==> src/rtl/mem_access_ctrl.sv <==
// rtl/mem_access_ctrl.sv - MEM-stage load/store sequencer for a variable-latency data memory
module mem_access_ctrl #(
    parameter int TIMEOUT = 15,
    parameter int CNT_W   = 4
) (
    input  logic        clk,
    input  logic        rst,
    input  logic        valid_in,
    input  logic        mem_read_in,
    input  logic        mem_write_in,
    input  logic [15:0] addr_in,
    input  logic [15:0] wdata_in,
    output logic        mem_req,
    output logic        mem_wr,
    output logic [15:0] mem_addr,
    output logic [15:0] mem_wdata,
    input  logic        mem_done,
    input  logic [15:0] mem_rdata,
    output logic        stall,
    output logic        wb_valid,
    output logic [15:0] rdata_out,
    output logic        err
);

    typedef enum logic [1:0] {
        S_IDLE,
        S_ACCESS,
        S_COMPLETE,
        S_ERR
    } state_t;

    localparam logic [CNT_W-1:0] CNT_LAST = CNT_W'(TIMEOUT - 1);

    state_t           state;
    state_t           state_nxt;
    logic [CNT_W-1:0] cnt;
    logic             access;
    logic             illegal;
    logic             start;
    logic             cnt_inc;
    logic             rd_capture;

    assign access  = valid_in & (mem_read_in | mem_write_in);
    assign illegal = addr_in[0] | (mem_read_in & mem_write_in);

    // Request and fault flags decode straight from state so reset clears them at once.
    assign mem_req = (state == S_ACCESS);
    assign err     = (state == S_ERR);

    always_comb begin
        state_nxt  = state;
        stall      = 1'b0;
        wb_valid   = 1'b0;
        start      = 1'b0;
        cnt_inc    = 1'b0;
        rd_capture = 1'b0;
        case (state)
            S_IDLE: begin
                if (access) begin
                    stall = 1'b1;
                    if (illegal) begin
                        state_nxt = S_ERR;
                    end else begin
                        start     = 1'b1;
                        state_nxt = S_ACCESS;
                    end
                end else begin
                    wb_valid = valid_in;
                end
            end
            S_ACCESS: begin
                stall = 1'b1;
                if (mem_done) begin
                    rd_capture = ~mem_wr;
                    state_nxt  = S_COMPLETE;
                end else if (cnt == CNT_LAST) begin
                    state_nxt = S_ERR;
                end else begin
                    cnt_inc = 1'b1;
                end
            end
            S_COMPLETE: begin
                wb_valid  = 1'b1;
                state_nxt = S_IDLE;
            end
            S_ERR: begin
                stall = 1'b1;
            end
            default: begin
                state_nxt = S_IDLE;
            end
        endcase
    end

    always_ff @(posedge clk or negedge rst) begin
        if (!rst) begin
            state     <= S_IDLE;
            cnt       <= '0;
            mem_wr    <= 1'b0;
            mem_addr  <= '0;
            mem_wdata <= '0;
            rdata_out <= '0;
        end else begin
            state <= state_nxt;
            if (start) begin
                mem_addr  <= addr_in;
                mem_wdata <= wdata_in;
                mem_wr    <= mem_write_in;
                cnt       <= '0;
            end else if (cnt_inc) begin
                cnt <= cnt + 1'b1;
            end
            if (rd_capture) begin
                rdata_out <= mem_rdata;
            end
        end
    end

endmodule

==> config.mk <==
export PLATFORM = sky130hd
export DESIGN_NAME = mem_access_ctrl
export DESIGN_NICKNAME = d
export VERILOG_FILES = /design/src/rtl/mem_access_ctrl.sv
export SDC_FILE = /design/constraint.sdc
export NUM_CORES = 1
export LEC_CHECK = 0
export CAP_MARGIN = 30
export CORE_MARGIN = 2
export CORE_UTILIZATION = 38
export DETAILED_ROUTE_END_ITERATION = 10
export GPL_ROUTABILITY_DRIVEN = 0
export MAX_ROUTING_LAYER = met4
export PLACE_DENSITY = 0.75
export SLEW_MARGIN = 20
export SYNTH_ARGS = -nofsm -noshare
export SYNTH_HDL_FRONTEND = slang
export SYNTH_SLANG_ARGS = --single-unit
export TNS_END_PERCENT = 5
==> constraint.sdc <==
create_clock -name clk -period 3.2 [get_ports clk]
set_input_delay 0.32 -clock clk [delete_from_list [all_inputs] [get_ports clk]]
set_output_delay 0.32 -clock clk [all_outputs]
set_load 0.005 [all_outputs]
==> metrics.txt <==
largest net degree at the start of global routing 30; Slew Limit Fails 0; synthesized instance count 155; post-layout util 60.1%; Slew @ Worst Pin 764 ps; clock buffer depth 2; critical path class reg -> out; DRC Markers 0; Area Growth Syn to Fin 53.7%; Seq/Total Area, Yosys 59.8%; outcome finished clean; Initial DRC Count 56; number of H-tree levels 2; crit-path max FO 4; Final Critical Period 2260 ps; DPL Wire Length 3.58 mm; commonest cells after routing, fill and taps aside clkdlybuf4s50_1 (105), dfrtp_1 (55), mux2_2 (47); Hold Path Class in -> async; most common cell after layout, fill and taps aside clkdlybuf4s50_1; Final TNS setup 0 ps; Tcrit/Tclk final 70.6%; Mapped Area 2300 sq um; FF-to-FF Start state[1]$_DFFE_PN0P_; CTS clk-pin slew, worst paths 100 ps; via count 1610; startpoint types flop; total die area 6690 sq um; TritonCTS buffer count 5; GRT overflow 0; flops & latches, synth 55; Placed Instance Area 3430 sq um; final setup vio count 0; Clock Sinks 55; Die Ht 81.8 um; register-to-register setup slack 1210 ps; post-route cell area 3540 sq um; hold_ws 19.1 ps; core area 5890 sq um; Yosys cell types 26; RSZ-0062 raised after global routing false; wire per inst 13.9 um; Final Power 0.00297 W; fraction of layout cells with a size suffix above 1 22.1%; synth warn 0; vias in the first global route 1571; Slew HR 48.9%; initial core utilization 39.1%; ant diodes 0; Top Ports 107; hold_buf cts 0; Worst Path Required 2880 ps; CTS root buffer clkbuf_8; final wirelength 4.74 mm; Tot GR Track Use 15.4%; pwr dens 840 nW/um^2; Via density 4.71; antenna viol nets, final 0; final hold violation count 0; DRT Pass-1 Iters 4; CTS tree done; Max rail drop VDD 0.435 mV; Post-CTS Setup Bufs 0; fmax 0.443 GHz; syn nets 217; crit path DAT 1940 ps; worst r2r path cells 4; IO Port Bufs 106; max_cap viols 0; die extent in x 81.8 um; Nets 329; post-cts gate resize count 0; Worst Skew 10.3 ps; antenna violations before repair 0; Row Count 28; Worst Setup EP wb_valid; Synth Area per Inst 14.8 sq um; worst skew pair latency 300 ps; first-pass GRT wire length 7.58 mm; CP startpoint state[0]$_DFFE_PN0P_; Pleak 1.50 nW; Reg-to-Reg End rdata_out[13]$_DFFE_PN0P_; CP Capture Type output pin
[stage by stage]
step,worst slack (ps),cells
global route,790,342
floorplan,1380,155
global placement,1200,335
detailed placement,1140,335
CTS,908,342
finish,941,342
[report_power, final]
group | internal, W | total, W | switching (W)
combinational | 0.000928 | 0.00133 | 0.000400
clock | 0.000230 | 0.000440 | 0.000211
sequential | 0.00102 | 0.00120 | 0.000178
total | 0.00218 | 0.00297 | 0.000789
[sequential cells by signal, indices dropped and copies added, names as in the netlist]
signal     flops
rdata_out     16
mem_wdata     16
mem_wr         1
state          2
cnt            4
mem_addr      16
[worst min path at each step]
stage          startpoint                       to  slack, ps  cells after the start
2_1_floorplan         rst       cnt[0]$_DFFE_PN0P_         20                      0
3_3_place_gp          rst  mem_addr[6]$_DFFE_PN0P_        380                      1
3_5_place_dp          rst  mem_addr[6]$_DFFE_PN0P_        390                      1
4_1_cts               rst  mem_addr[6]$_DFFE_PN0P_         50                      1
5_1_grt               rst  mem_addr[6]$_DFFE_PN0P_         50                      1
6_report              rst  mem_addr[6]$_DFFE_PN0P_         20                      1
[layer usage]
layer / vias to the layer above / global-route usage (%) / routed length, um
met1: 787 / 20.3 / 2140
met3: 6 / 3.96 / 226
met5: - / - / 0
li1: 769 / - / -
met2: 48 / 23.7 / 2350
met4: 0 / 4.00 / 29
[cell families after synthesis]
| logic type | Yosys count | share of synthesized area [%] |
|---|---|---|
| AO/OA/AOI/OAI | 16 | 4.30 |
| XOR/XNOR | 1 | 0.381 |
| adder cells (fa/ha/maj) | 8 | 4.35 |
| buffers and inverters | 9 | 2.50 |
| flip-flops | 55 | 59.8 |
| multiplexers | 50 | 24.4 |
| AND/OR/NAND/NOR | 16 | 4.24 |
[worst max-delay path, stage by stage, from the launching register on]
cell and delay [ps]:
dfrtp_1 420, inv_1 140, ha_1 210, nand2_1 120, o31ai_1 220, clkdlybuf4s50_1 540
[area by class of cell]
class	count	area, sq um
fillers	498	2350
flip-flops and latches	55	1380
repair buffers	109	1080
multi-input cells	91	867
well taps	75	93.8
clock buffers	6	72.6
clock inverters	1	30.0
inverters	5	18.8
[synth_stat cells, drive strengths merged]
| library cell | count | area share [%] |
|---|---|---|
| xnor2 | 1 | 0.38 |
| o21ba | 1 | 0.44 |
| and3 | 1 | 0.27 |
| nand2b | 1 | 0.27 |
| ha | 8 | 4.4 |
| buf | 4 | 1.7 |
| nand3b | 1 | 0.33 |
| mux2i | 1 | 0.44 |
| a221oi | 1 | 0.38 |
| nor2 | 1 | 0.16 |
| nand2 | 3 | 0.49 |
| a211oi | 1 | 0.33 |
| nor2b | 2 | 0.54 |
| mux2 | 49 | 24 |
| o211ai | 1 | 0.33 |
| o21ai | 5 | 1.1 |
| nand3 | 2 | 0.44 |
| a21oi | 5 | 1.1 |
| nor3 | 2 | 0.92 |
| o31ai | 2 | 0.65 |
| or3 | 3 | 0.82 |
| inv | 5 | 0.82 |
| dfrtp | 55 | 60 |
No activity file was read; power rests on OpenSTA's default activity.
